`config.mk`:
```
export PLATFORM = sky130hd
export DESIGN_NAME = uart_cmd_parser_flat
export DESIGN_NICKNAME = d
export VERILOG_FILES = /design/src/rtl/dds_cmd_pkg.sv /design/src/rtl/uart_cmd_parser_if.sv /design/src/rtl/cmd_timeout_cnt.sv /design/src/rtl/uart_cmd_parser.sv /design/src/flat_wrapper.sv
export SDC_FILE = /design/constraint.sdc
export NUM_CORES = 1
export LEC_CHECK = 0
export ABC_AREA = 1
export BUFFER_PORTS_ARGS = -buffer_cell sky130_fd_sc_hd__buf_4
export CAP_MARGIN = 20
export CORE_MARGIN = 2
export CORE_UTILIZATION = 41
export CTS_BUF_LIST = sky130_fd_sc_hd__clkbuf_16
export CTS_CLUSTER_SIZE = 24
export DETAILED_ROUTE_END_ITERATION = 6
export PLACE_DENSITY = 0.68
export SLEW_MARGIN = 20
export SYNTH_ARGS = -nofsm -noshare
export SYNTH_HDL_FRONTEND = slang
export SYNTH_HIERARCHICAL = 1
export SYNTH_SLANG_ARGS = --single-unit
```
`constraint.sdc`:
```
create_clock -name clk -period 1.6 [get_ports clk]
set_input_delay 0.16 -clock clk [delete_from_list [all_inputs] [get_ports clk]]
set_output_delay 0.16 -clock clk [all_outputs]
set_load 0.01 [all_outputs]
```
`src/rtl/dds_cmd_pkg.sv`:
```
// rtl/dds_cmd_pkg.sv - opcodes and parser state type shared by the UART command parser
package dds_cmd_pkg;

    localparam logic [7:0] CMD_NOP  = 8'h00;
    localparam logic [7:0] CMD_WR   = 8'h01;
    localparam logic [7:0] CMD_RD   = 8'h02;
    localparam logic [7:0] CMD_LOAD = 8'h03;

    typedef enum logic [2:0] {
        ST_IDLE,
        ST_WR_ADDR,
        ST_WR_DATA,
        ST_RD_ADDR,
        ST_RD_CAP,
        ST_RD_SEND,
        ST_TX_WAIT,
        ST_LOAD
    } parser_state_t;

    // States that wait on the host for another byte; only these can time out.
    function automatic logic timeout_armed(parser_state_t s);
        return (s == ST_WR_ADDR) || (s == ST_WR_DATA) || (s == ST_RD_ADDR) || (s == ST_LOAD);
    endfunction

endpackage

```
`src/rtl/uart_cmd_parser_if.sv`:
```
// rtl/uart_cmd_parser_if.sv - UART, register-file and waveform-RAM signals of the command parser
// master: the parser (consumes rx bytes / tx_done / reg_rdata, drives everything else)
// slave : the surrounding UART, register file and waveform RAM
interface uart_cmd_parser_if #(
    parameter int ADDR_WIDTH = 9,
    parameter int DATA_WIDTH = 8
);
    logic [7:0]            rx_data;
    logic                  rx_done;
    logic [7:0]            tx_data;
    logic                  tx_wr;
    logic                  tx_done;
    logic [7:0]            reg_addr;
    logic [DATA_WIDTH-1:0] reg_wdata;
    logic                  reg_wr;
    logic                  reg_rd;
    logic [DATA_WIDTH-1:0] reg_rdata;
    logic [ADDR_WIDTH-1:0] wav_addr;
    logic [DATA_WIDTH-1:0] wav_wdata;
    logic                  wav_we;
    logic                  load_busy;
    logic                  load_done;
    logic                  cmd_err;

    modport master (
        input  rx_data, rx_done, tx_done, reg_rdata,
        output tx_data, tx_wr, reg_addr, reg_wdata, reg_wr, reg_rd,
               wav_addr, wav_wdata, wav_we, load_busy, load_done, cmd_err
    );

    modport slave (
        output rx_data, rx_done, tx_done, reg_rdata,
        input  tx_data, tx_wr, reg_addr, reg_wdata, reg_wr, reg_rd,
               wav_addr, wav_wdata, wav_we, load_busy, load_done, cmd_err
    );
endinterface

```
`src/rtl/cmd_timeout_cnt.sv`:
```
// rtl/cmd_timeout_cnt.sv - inter-byte idle timer that aborts a stalled partial command
// Ports: clk, rst (sync active-high), clear (restart count), enable (count while high),
//        expire (combinational pulse on the TIMEOUT_CYCLES-th consecutive idle enabled cycle)
module cmd_timeout_cnt #(
    parameter int TIMEOUT_CYCLES = 104167
) (
    input  logic clk,
    input  logic rst,
    input  logic clear,
    input  logic enable,
    output logic expire
);
    localparam int CW = $clog2(TIMEOUT_CYCLES + 1);

    logic [CW-1:0] count;
    logic          hit;

    assign hit    = (count == CW'(TIMEOUT_CYCLES - 1));
    // A clear in the same cycle wins: a byte arriving just in time is not aborted.
    assign expire = enable && !clear && hit;

    always_ff @(posedge clk) begin
        if (rst || clear || !enable || hit) begin
            count <= '0;
        end else begin
            count <= count + CW'(1);
        end
    end
endmodule

```
`src/rtl/uart_cmd_parser.sv`:
```
// rtl/uart_cmd_parser.sv - byte-level NOP/WR/RD/LOAD command decoder for the DDS core
// Ports: clk, rst (sync active-high), bus (uart_cmd_parser_if.master):
//        rx_data/rx_done in, tx_data/tx_wr out, tx_done in,
//        reg_addr/reg_wdata/reg_wr/reg_rd out, reg_rdata in,
//        wav_addr/wav_wdata/wav_we out, load_busy/load_done/cmd_err out
module uart_cmd_parser
    import dds_cmd_pkg::*;
#(
    parameter int ADDR_WIDTH     = 9,
    parameter int DATA_WIDTH     = 8,
    parameter int DEPTH          = 256,
    parameter int TIMEOUT_CYCLES = 104167
) (
    input  logic               clk,
    input  logic               rst,
    uart_cmd_parser_if.master  bus
);
    localparam int CNT_W = $clog2(DEPTH + 1);

    parser_state_t    state;
    logic [CNT_W-1:0] load_cnt;
    logic             tmo_expire;

    cmd_timeout_cnt #(
        .TIMEOUT_CYCLES(TIMEOUT_CYCLES)
    ) u_timeout (
        .clk    (clk),
        .rst    (rst),
        .clear  (bus.rx_done),
        .enable (timeout_armed(state)),
        .expire (tmo_expire)
    );

    always_ff @(posedge clk) begin
        if (rst) begin
            state         <= ST_IDLE;
            load_cnt      <= '0;
            bus.tx_data   <= '0;
            bus.tx_wr     <= 1'b0;
            bus.reg_addr  <= '0;
            bus.reg_wdata <= '0;
            bus.reg_wr    <= 1'b0;
            bus.reg_rd    <= 1'b0;
            bus.wav_addr  <= '0;
            bus.wav_wdata <= '0;
            bus.wav_we    <= 1'b0;
            bus.load_busy <= 1'b0;
            bus.load_done <= 1'b0;
            bus.cmd_err   <= 1'b0;
        end else begin
            bus.tx_wr     <= 1'b0;
            bus.reg_wr    <= 1'b0;
            bus.reg_rd    <= 1'b0;
            bus.wav_we    <= 1'b0;
            bus.load_done <= 1'b0;
            bus.cmd_err   <= 1'b0;

            // Address advances after each sample is written; the final write
            // leaves it on DEPTH-1 so it never wraps.
            if (bus.wav_we && !bus.load_done) begin
                bus.wav_addr <= bus.wav_addr + ADDR_WIDTH'(1);
            end
            if (bus.load_done) begin
                bus.load_busy <= 1'b0;
            end

            case (state)
                ST_IDLE: begin
                    if (bus.rx_done) begin
                        case (bus.rx_data)
                            CMD_NOP:  ;
                            CMD_WR:   state <= ST_WR_ADDR;
                            CMD_RD:   state <= ST_RD_ADDR;
                            CMD_LOAD: begin
                                state         <= ST_LOAD;
                                load_cnt      <= '0;
                                bus.wav_addr  <= '0;
                                bus.load_busy <= 1'b1;
                            end
                            default:  bus.cmd_err <= 1'b1;
                        endcase
                    end
                end
                ST_WR_ADDR: begin
                    if (bus.rx_done) begin
                        bus.reg_addr <= bus.rx_data;
                        state        <= ST_WR_DATA;
                    end else if (tmo_expire) begin
                        bus.cmd_err <= 1'b1;
                        state       <= ST_IDLE;
                    end
                end
                ST_WR_DATA: begin
                    if (bus.rx_done) begin
                        bus.reg_wdata <= DATA_WIDTH'(bus.rx_data);
                        bus.reg_wr    <= 1'b1;
                        state         <= ST_IDLE;
                    end else if (tmo_expire) begin
                        bus.cmd_err <= 1'b1;
                        state       <= ST_IDLE;
                    end
                end
                ST_RD_ADDR: begin
                    if (bus.rx_done) begin
                        bus.reg_addr <= bus.rx_data;
                        bus.reg_rd   <= 1'b1;
                        state        <= ST_RD_CAP;
                    end else if (tmo_expire) begin
                        bus.cmd_err <= 1'b1;
                        state       <= ST_IDLE;
                    end
                end
                ST_RD_CAP: begin
                    bus.cmd_err <= bus.rx_done;
                    // reg_rdata is valid the cycle after the read strobe.
                    if (!bus.reg_rd) begin
                        bus.tx_data <= bus.reg_rdata[7:0];
                        state       <= ST_RD_SEND;
                    end
                end
                ST_RD_SEND: begin
                    bus.cmd_err <= bus.rx_done;
                    bus.tx_wr   <= 1'b1;
                    state       <= ST_TX_WAIT;
                end
                ST_TX_WAIT: begin
                    bus.cmd_err <= bus.rx_done;
                    if (bus.tx_done) begin
                        state <= ST_IDLE;
                    end
                end
                ST_LOAD: begin
                    if (bus.rx_done) begin
                        bus.wav_wdata <= DATA_WIDTH'(bus.rx_data);
                        bus.wav_we    <= 1'b1;
                        load_cnt      <= load_cnt + CNT_W'(1);
                        if (load_cnt == CNT_W'(DEPTH - 1)) begin
                            bus.load_done <= 1'b1;
                            state         <= ST_IDLE;
                        end
                    end else if (tmo_expire) begin
                        bus.cmd_err   <= 1'b1;
                        bus.load_busy <= 1'b0;
                        state         <= ST_IDLE;
                    end
                end
                default: state <= ST_IDLE;
            endcase
        end
    end
endmodule

```
`src/flat_wrapper.sv`:
```
// flat-port wrapper written by rule: the top's interface ports become plain ports
module uart_cmd_parser_flat import dds_cmd_pkg::*;
#(
    parameter int ADDR_WIDTH     = 9,
    parameter int DATA_WIDTH     = 8,
    parameter int DEPTH          = 256,
    parameter int TIMEOUT_CYCLES = 104167
)
  (clk, rst, bus_rx_data, bus_rx_done, bus_tx_done, bus_reg_rdata, bus_tx_data, bus_tx_wr, bus_reg_addr, bus_reg_wdata, bus_reg_wr, bus_reg_rd, bus_wav_addr, bus_wav_wdata, bus_wav_we, bus_load_busy, bus_load_done, bus_cmd_err);
  uart_cmd_parser_if #(.ADDR_WIDTH(ADDR_WIDTH), .DATA_WIDTH(DATA_WIDTH)) bus_i ();
  input  logic clk;
  input  logic rst;
  input wire logic [$bits(bus_i.rx_data)-1:0] bus_rx_data;
  input wire logic [$bits(bus_i.rx_done)-1:0] bus_rx_done;
  input wire logic [$bits(bus_i.tx_done)-1:0] bus_tx_done;
  input wire logic [$bits(bus_i.reg_rdata)-1:0] bus_reg_rdata;
  output wire logic [$bits(bus_i.tx_data)-1:0] bus_tx_data;
  output wire logic [$bits(bus_i.tx_wr)-1:0] bus_tx_wr;
  output wire logic [$bits(bus_i.reg_addr)-1:0] bus_reg_addr;
  output wire logic [$bits(bus_i.reg_wdata)-1:0] bus_reg_wdata;
  output wire logic [$bits(bus_i.reg_wr)-1:0] bus_reg_wr;
  output wire logic [$bits(bus_i.reg_rd)-1:0] bus_reg_rd;
  output wire logic [$bits(bus_i.wav_addr)-1:0] bus_wav_addr;
  output wire logic [$bits(bus_i.wav_wdata)-1:0] bus_wav_wdata;
  output wire logic [$bits(bus_i.wav_we)-1:0] bus_wav_we;
  output wire logic [$bits(bus_i.load_busy)-1:0] bus_load_busy;
  output wire logic [$bits(bus_i.load_done)-1:0] bus_load_done;
  output wire logic [$bits(bus_i.cmd_err)-1:0] bus_cmd_err;
  assign bus_i.rx_data = bus_rx_data;
  assign bus_i.rx_done = bus_rx_done;
  assign bus_i.tx_done = bus_tx_done;
  assign bus_i.reg_rdata = bus_reg_rdata;
  assign bus_tx_data = bus_i.tx_data;
  assign bus_tx_wr = bus_i.tx_wr;
  assign bus_reg_addr = bus_i.reg_addr;
  assign bus_reg_wdata = bus_i.reg_wdata;
  assign bus_reg_wr = bus_i.reg_wr;
  assign bus_reg_rd = bus_i.reg_rd;
  assign bus_wav_addr = bus_i.wav_addr;
  assign bus_wav_wdata = bus_i.wav_wdata;
  assign bus_wav_we = bus_i.wav_we;
  assign bus_load_busy = bus_i.load_busy;
  assign bus_load_done = bus_i.load_done;
  assign bus_cmd_err = bus_i.cmd_err;
  uart_cmd_parser #(.ADDR_WIDTH(ADDR_WIDTH), .DATA_WIDTH(DATA_WIDTH), .DEPTH(DEPTH), .TIMEOUT_CYCLES(TIMEOUT_CYCLES)) u_core (.clk(clk), .rst(rst), .bus(bus_i));
endmodule
```
### Word-level counts from Yosys, hierarchy flattened

Index checks and enable logic that the tools add are counted.

| word-level totals | value |
|---|---|
| RAM bits | 0 |
| memories | 0 |
| register bits | 77 |
| bits of input ports | 20 |
| logic and storage cells | 104 |
| output and inout bits | 48 |
| bits in read-only memories | 0 |
| bits in latches | 0 |

| operators by class | value |
|---|---|
| bitwise gates (word level) | 5 |
| equality and inequality tests | 19 |
| shift operators | 0 |
| add/subtract/negate cells | 3 |
| divide/modulo/power cells | 0 |
| mux-type cells | 33 |
| $mul | 0 |
| magnitude comparators | 0 |
| reductions and logical operators | 29 |

Operator list:

| cell | count |
|---|---|
| $mux W9 | 7 |
| $mux W3 | 9 |
| $pmux W3 S8 | 1 |
| $add A9 B1 Y9 const B | 2 |
| $pmux W9 S2 | 1 |
| $add A17 B1 Y17 const B | 1 |
| $eq A17 B17 Y1 const B | 1 |
| $eq A8 B2 Y1 const B | 2 |
| $eq A3 B3 Y1 const B | 4 |
| $mux W1 | 12 |
| $ne A2 B2 Y1 const B | 5 |
| $eq A9 B8 Y1 const B | 1 |
| $pmux W3 S3 | 1 |
| $eq A8 B1 Y1 const B | 1 |
| $logic_not A8 Y1 | 1 |
| $reduce_and A2 Y1 | 4 |
| $reduce_or A2 Y1 | 4 |
| $reduce_or A4 Y1 | 2 |
| $eq A3 B2 Y1 const B | 2 |
| $logic_or A1 B1 Y1 | 6 |
| $reduce_or A3 Y1 | 2 |
| $not A1 Y1 | 5 |
| $reduce_and A5 Y1 | 1 |
| $ne A4 B4 Y1 const B | 1 |
| other kinds (9) | 13 |

### Depth between registers and ports, before layout

Gate-level depths: netlist of run 1.

| depth | value |
|---|---|
| word-level depth | 9 |
| mapped depth | 13 |
| depth with buffers taken out | 13 |

### Modules after synthesis

Netlist of run 1, hierarchy kept.

Modules (own cells, without submodules):

| module | times used | area each (µm²) | sequential area each (µm²) | cells each |
|---|---|---|---|---|
| uart_cmd_parser | 1 | 2625.0 | 1201.2 | 348 |
| cmd_timeout_cnt | 1 | 898.4 | 340.3 | 135 |

### Worst setup path after synthesis of run 1

No wires, ideal clock.

| path | value |
|---|---|
| path kind | register to register |
| from | register u_core.state[1] |
| to | register u_core.state[2] |
| required time | 1488 ps |
| clock period less this slack | 1541 ps |
| arrival time | 1429 ps |
| buffers on the path | 0 |
| path slack | 59 ps |
| cell stages (with the launch flop) | 14 |
| setup time | 112 ps |
| cells stage by stage | dfxtp_1 > inv_2 > nand2_4 > nand2_1 > inv_1 > nand2_1 > nor2_1 > inv_1 > nand2_1 > nor2_1 > a21oi_1 > o211ai_1 > nor2_1 > nor2_1 |

| on the way | value |
|---|---|
| longest elaborated chain between the ends | 9 |
| elaborated cells on any way between the ends | 25 |
| classes of those cells | 12 x eq/ne; 6 x mux; 7 x reduce/logical |

Ends and longest elaborated chain:

| element | line | RTL |
|---|---|---|
| from (decl) | uart_cmd_parser.sv:20 | `parser_state_t state;` |
| from (signal assigned) | uart_cmd_parser.sv:36 | `state <= ST_IDLE;` |
| from (signal assigned) | uart_cmd_parser.sv:72 | `CMD_WR: state <= ST_WR_ADDR;` |
| from (signal assigned) | uart_cmd_parser.sv:73 | `CMD_RD: state <= ST_RD_ADDR;` |
| $eq A3 B1 Y1 / $eq A3 B2 Y1 (equally long branches) | dds_cmd_pkg.sv:22 | `return (s == ST_WR_ADDR) \|\| (s == ST_WR_DATA) \|\| (s == ST_RD_ADDR) \|\| (s == ST_LOAD);` |
| $logic_or A1 B1 Y1 (2 in series) | dds_cmd_pkg.sv:22 |  |
| $logic_or A1 B1 Y1 (*) | dds_cmd_pkg.sv:22 |  |
| $logic_and A1 B1 Y1 (*) (2 in series) | cmd_timeout_cnt.sv:20 | `assign expire = enable && !clear && hit;` |
| net u_core.tmo_expire | uart_cmd_parser.sv:22 | `logic tmo_expire;` |
| $mux W3 (*) | n/a |  |
| $mux W3, on equally long branches | n/a |  |
| $pmux W3 S8 (*) | uart_cmd_parser.sv:67 | `case (state)` |

Mark *: on every way through the listed nets, which the timed path passes. The rest lies on a longest branch.
A chain may end at the register's enable or synchronous reset.

### Worst setup path after layout of run 1

| path | value |
|---|---|
| from | register u_core.state[1] |
| to | register u_core.state[0] |

The elaborated chain is that of the path after synthesis.

==> results of run 1 <==
-- report_power, final --
group / leakage, nW / switching, W / internal [W]
clock: 0.144 / 0.000881 / 0.00109
combinational: 1.37 / 0.000729 / 0.000548
sequential: 0.626 / 0.000138 / 0.00214
-- layout make-up --
type	instances	area (µm²)	share of cell area (%)
Inverter	57	219	4.61
Timing Repair Buffer	103	786	16.5
Tap cell	105	131	2.76
Sequential cell	77	1550	32.7
Clock inverter	7	66.3	1.40
Clock buffer	9	225	4.74
Multi-Input combinational cell	339	1770	37.3
-- kinds of logic (layout without fill, tap and decap cells) --
group,Yosys count,after routing,share of synthesized area (%)
compound gates,85,85,13.4
xor+xnor,13,13,3.23
fa+ha+maj,5,5,1.78
buf+inv,67,176,7.92
flops,77,77,43.8
simple gates,236,236,30.0
-- layout by cell type, fill, tap and decap left out, drive strengths merged, types with 4 or more instances in the layout --
master	Yosys	final
clkbuf	3	9
o21ai	38	38
buf	7	103
nor2	101	101
nor3	7	7
clkinv	1	4
nand2	94	94
a21oi	39	39
nand4	9	9
ha	5	5
nand3	21	21
xnor2	5	5
inv	56	60
dfxtp	77	77
xor2	8	8
-- worst max-delay path by stage --
stage,end,slack [ps],cells past startpoint
floorplan,u_core/state[2],60,13
global placement,u_core/state[2],60,12
detailed placement,u_core/state[1],2,12
CTS,u_core/state[1],30,12
global route,u_core/state[2],-60,13
finish,u_core/state[0],40,11
-- flip-flops by register name, indices dropped and copies added, names as in the netlist --
| signal | count |
|---|---|
| u_core/u_timeout/count | 17 |
| u_core/bus.tx_data | 8 |
| u_core/bus.reg_wr | 1 |
| u_core/load_cnt | 9 |
| u_core/bus.wav_addr | 9 |
| u_core/bus.load_busy | 1 |
| u_core/bus.reg_rd | 1 |
| u_core/bus.wav_we | 1 |
| u_core/bus.tx_wr | 1 |
| u_core/bus.reg_wdata | 8 |
| u_core/bus.reg_addr | 8 |
| u_core/bus.wav_wdata | 8 |
| u_core/state | 3 |
| u_core/bus.load_done | 1 |
| u_core/bus.cmd_err | 1 |
-- metrics by stage --
step / worst slack, ps / TNS [ps] / area (µm²) / instances / hold WS [ps]
6_report: 36.3 / 0 / 4750 / 697 / 43.9
5_1_grt: -55.3 / -149 / 4750 / 697 / 61.4
4_1_cts: 33.6 / 0 / 4660 / 694 / 34.2
3_5_place_dp: 2.00 / 0 / 4360 / 678 / 390
3_3_place_gp: 59.7 / 0 / 4360 / 678 / 380
2_1_floorplan: 59.5 / 0 / 3520 / 483 / 237
-- layer usage --
layer,global-route usage (%),up-vias
met2,30.3,103
met1,22.5,1576
met4,8.56,0
met3,5.42,21
met5,0,-
li1,-,1755
-- critical path: stages (launching register included) --
cell and delay [ps]:
dfxtp_2 340, inv_2 120, nand2_4 60, nand2_1 80, inv_1 40, nand2_1 110, nor2_4 60, nor3_1 230
o21ai_0 150, nand3_1 110, nand2_1 80, a21oi_2 110
-- timing repair --
action,in CTS,in global routing
gates resized for setup,2,26
pin swaps,0,8
endpoints found under the setup margin,3,22
setup buffers,0,3
==> metrics.txt, run 1 <==
number of global-route vias before repair 3,256; Ant. Diodes 0; Yosys top cell by area dfxtp_1; first-pass GRT wire length 14,500 µm; post-detail-place hpwl about 6400 µm; DRC 0; WS Path Type flip-flop to flip-flop; CTS tree built; top-count cell post-synth nor2_1; min-delay src bus_reg_rdata[0]; port bufs between 60 and 70; deepest clock path buffer count 2; Metal-1 WL 3720 µm; final hold violations 0; GR Util All Layers around 19%; Yosys reg bits a little under 80; fin util approximately 58%; die height around 97 µm; area fraction of the dominant cell type after synthesis 43.8%; Crit Reg-Reg Startpoint u_core/state[1]; post-synthesis instance total slightly below 500; drt pass-1 iters 5; Avg Cell Area, Syn around 7.3 µm²; CTS buffer count 9; crit-path max FO 5; fmax between 600 and 700 MHz; unique cell type count in the Yosys netlist 38; Reg2Reg Setup Slack 40 ps; Req. time, crit path 1870 ps; synth-to-layout area growth 34.9%; CP Capture Type flip-flop; cts hold-fix bufs 0; Die ar. a little over 0.009 mm²; RR Endpoint u_core/state[0]; count of final setup violators 0; Synth top cells by count nor2_1 (97), nand2_1 (84), dfxtp_1 (77), inv_1 (50), o21ai_0 (37); final WL between 8000 and 9000 µm; average wire per cell in the routed design between 10 and 15 µm; P per Cell Area approximately 1200 mW/mm²; Overflow after GRT 0; Fillers about 800; Initial Util ~43%; EDFF count, synth 0; status completed; clock latency on the worst-skew pair 340 ps; LEAKAGE about 2.1 nW; Startpoint Class flip-flop; row count 33; CORE AREA just over 0.008 mm²; CTS clk-pin slew, worst paths roughly 70 ps; Hold Crit Depth 3; largest cells by area after synthesis dfxtp_1 (44%), nor2_1 (10%), nand2_1 (8.9%), inv_1 (5.3%), o21ai_0 (5.3%); VDD IR-drop max 0.781 mV; layout net count 612; Vias/cell roughly 5.0; Worst EP arrival 1830 ps; Ys Warns 6; initial antenna violation count 0; share of cells above drive strength 1 29.4%; Hold Crit Class input port to flip-flop; # clock sinks 77; RSZ-0062 raised after global routing yes; worst hold path endpoint u_core/bus.tx_data[0]; routability cong. slightly above 0.9; Syn Nets between 500 and 600; clock skew 6.19 ps; commonest register cell after synthesis dfxtp_1; via count 3,455; DR iter-0 viols roughly 130; fraction of registers with async set/reset 0%; I/O Pins 68; min Tclk post-route 1560 ps; root buffer cell clkbuf_16; Worst R2R Path Depth 11; Final Slew Violations 0; slew margin rel. approximately 78%; largest net degree at the start of global routing 35; CP Launch Point u_core/state[1]; Post-Syn Area approximately 0.0035 mm²; ANT nets after route 0; met3 WL 642 µm; Max H-tree Level 3; sequential cell area fraction in the yosys report between 40% and 50%; Worst-Margin Slew approximately 330 ps; top routing layer in use met4; die width between 90 and 100 µm; met2 WL between 4000 and 5000 µm; MaxCap Viol Count 0; period utilisation layout between 90% and 100%; total power between 0.005 and 0.006 W
Note: power is estimated with default switching activity, not from simulation.
==> inputs of run 2 (changes only) <==
ABC_AREA = not set   (was 1)
CAP_MARGIN = 30   (was 20)
CORE_UTILIZATION = 49   (was 41)
PLACE_DENSITY = 0.78   (was 0.68)
==> metrics.txt, run 2 <==
status finished, violations left; failing checks setup timing; number of global-route vias before repair 3,012; Vias/cell around 5.6; met2 WL 4730 µm; Syn Nets approximately 400; WS Path Type flip-flop to flip-flop; placed inst area around 0.0044 mm²; slew margin rel. 70.1%; routability cong. 0.851; Hold Crit Class input port to flip-flop; worst hold margin between 60 and 70 ps; EDFF count, synth 0; worst path cell trace nor4b_4 > nand4_1 > nor4_4 > nor2_2 > a21boi_0 > o31ai_1 > a21oi_1; Worst EP arrival 1950 ps; I/O Pins 68; final worst slack -135 ps; top-count cell post-synth dfxtp_1; CP Capture Type flip-flop; Max H-tree Level 3; period utilisation layout 108%; MaxCap Viol Count 0; Largest delay share family, worst path simple AND/OR/NAND/NOR gates; fmax 576 MHz; port bufs 67; average wire per cell in the routed design between 15 and 20 µm; initial antenna violation count 0; Yosys top cell by area dfxtp_1; Post-Syn Area about 0.0033 mm²; area fraction of the dominant cell type after synthesis 46.2%; Die ar. 0.00749 mm²; synth-to-layout area growth 48.8%; final hold violations 0; Worst-Margin Slew between 400 and 500 ps; Sequential Area between 0.0015 and 0.002 mm²; min Tclk post-route around 1700 ps; CP peak stage delay approximately 330 ps; DRC 0; Overflow after GRT 0; Final Cell Area about 0.0050 mm²; ANT nets after route 0; die width slightly below 90 µm; Synth top cells by count dfxtp_1 (77), nand2_1 (65), nor2_1 (47), a21oi_1 (37), xnor2_1 (15); Initial Util between 40% and 50%; Startpoint Class flip-flop; met3 WL roughly 530 µm; Metal-1 WL about 3900 µm; non-filler cells, final ~600; CORE AREA 0.00668 mm²; VDD IR-drop max 0.660 mV; drt pass-1 iters 5; via count roughly 3,300; LEAKAGE 1.94 nW; CTS clk-pin slew, worst paths 60 ps; root buffer cell clkbuf_16; Fillers 478; commonest non-fill, non-tap cell in the layout buf_4; commonest register cell after synthesis dfxtp_1; multi-input logic area 0.00197 mm²; fin util 74.3%; Req. time, crit path 1810 ps; crit-path max FO 3; final WL roughly 9300 µm; post-detail-place hpwl just under 6000 µm; CTS tree built; P per Cell Area 942 mW/mm²; deepest clock path buffer count 2; cell count after placement 571; post-synthesis instance total around 390; clock latency on the worst-skew pair between 300 and 400 ps; Avg Cell Area, Syn ~8.6 µm²; Ys Warns 6; max FFs per register 17; share of cells above drive strength 1 between 30 and 40%; DR iter-0 viols ~220; largest registers u_core/u_timeout/count x17, u_core/bus.wav_addr x9, u_core/load_cnt x9; row count 30; die height just under 90 µm; unique cell type count in the Yosys netlist 48; Reg with most FFs u_core/u_timeout/count; first-pass GRT wire length around 14,000 µm; fraction of registers with async set/reset 0%; Ant. Diodes 0; largest net degree at the start of global routing 29; CTS buffer count 9; slowest CP cell dfxtp_2; GR Util All Layers 23.9%; sequential cell area fraction in the yosys report a little under half; most frequent cells in the layout buf_4 (120), nand2_1 (65), dfxtp_1 (63), a21oi_1 (35), nor2_1 (32); largest cells by area after synthesis dfxtp_1 (46%), nand2_1 (7.3%), a21oi_1 (5.5%), nor2_1 (5.3%), xnor2_1 (3.9%); Yosys reg bits between 70 and 80; Final Slew Violations 0; top routing layer in use met4; count of final setup violators 20; # clock sinks 77; RSZ-0062 raised after global routing yes; clock skew just over 6 ps; crit path buf inv count 0; layout net count 534
==> run 2: changes by cell type after synthesis, moves of 6 or more <==
cell / previous run / this run
o21ai_0: 37 / 6
nand2_1: 84 / 65
nand3_1: 19 / 10
nand2b_1: 0 / 8
clkbuf_1: 3 / 10
nor2_1: 97 / 47
inv_1: 50 / 6
mux2i_1: 0 / 11
nor4_1: 1 / 7
inv_2: 6 / 0
xnor2_1: 5 / 15
==> run 2: layout make-up <==
| cell class | instances | area share, % |
|---|---|---|
| inverters | 6 | 0.454 |
| multi-input cells | 289 | 39.7 |
| clock buffers | 9 | 4.54 |
| well taps | 80 | 2.02 |
| repair buffers | 126 | 19.5 |
| flip-flops and latches | 77 | 31.5 |
| clock inverters | 6 | 2.27 |
==> run 2: worst min-delay path, cell delays in order <==
cell and delay [ps]:
buf_4 100, nand2_1 40, a21oi_1 50
==> run 2: path summary, 6_finish.rpt <==
check,from,end,slack [ps],cells past startpoint
max,u_core/u_timeout/count[8],u_core/state[0],-140,7
min reg2reg,u_core/bus.tx_data[0],u_core/bus.tx_data[0],450,2
min,bus_reg_rdata[0],u_core/bus.tx_data[0],70,3
max reg2reg,u_core/u_timeout/count[8],u_core/state[0],-140,7
==> run 2: kinds of logic after synthesis <==
kind of cell	synth area share, %
muxes	3.30
AOI/OAI and AO/OA	12.1
adders and majority gates	1.87
and+or+nand+nor	28.0
buffers and inverters	2.70
DFF	46.2
xor gates and xnor gates	5.77
==> run 2: where the power goes <==
| part | switching [W] | leakage [nW] | internal, W |
|---|---|---|---|
| Sequential | 0.0000274 | 0.629 | 0.00194 |
| Combinational | 0.000218 | 1.16 | 0.000202 |
| Clock | 0.000777 | 0.154 | 0.00151 |
| Total | 0.00102 | 1.94 | 0.00366 |
==> run 2: routing by layer <==
| metal | track usage, % | vias to the layer above |
|---|---|---|
| met2 | 39.9 | 125 |
| met4 | 9.94 | 0 |
| met5 | 0 | - |
| li1 | - | 1598 |
| met1 | 30.2 | 1601 |
| met3 | 4.48 | 14 |
==> run 2: repair_timing <==
item / CTS / global route
buffers inserted: 0 / 5
setup endpoints to repair: 26 / 46
hold buffers: 0 / 0
gates resized for setup: 10 / 40
cloned: 2 / 0
pin swaps: 4 / 24
==> run 2: stage by stage <==
stage	setup WS [ps]	power (W)	TNS [ps]
2_1_floorplan	-61.4	0.00218	-451
3_3_place_gp	-64.8	0.00235	-305
3_5_place_dp	-137	0.00235	-983
4_1_cts	-74.8	0.00465	-315
5_1_grt	-198	0.00481	-2280
6_report	-135	0.00468	-937
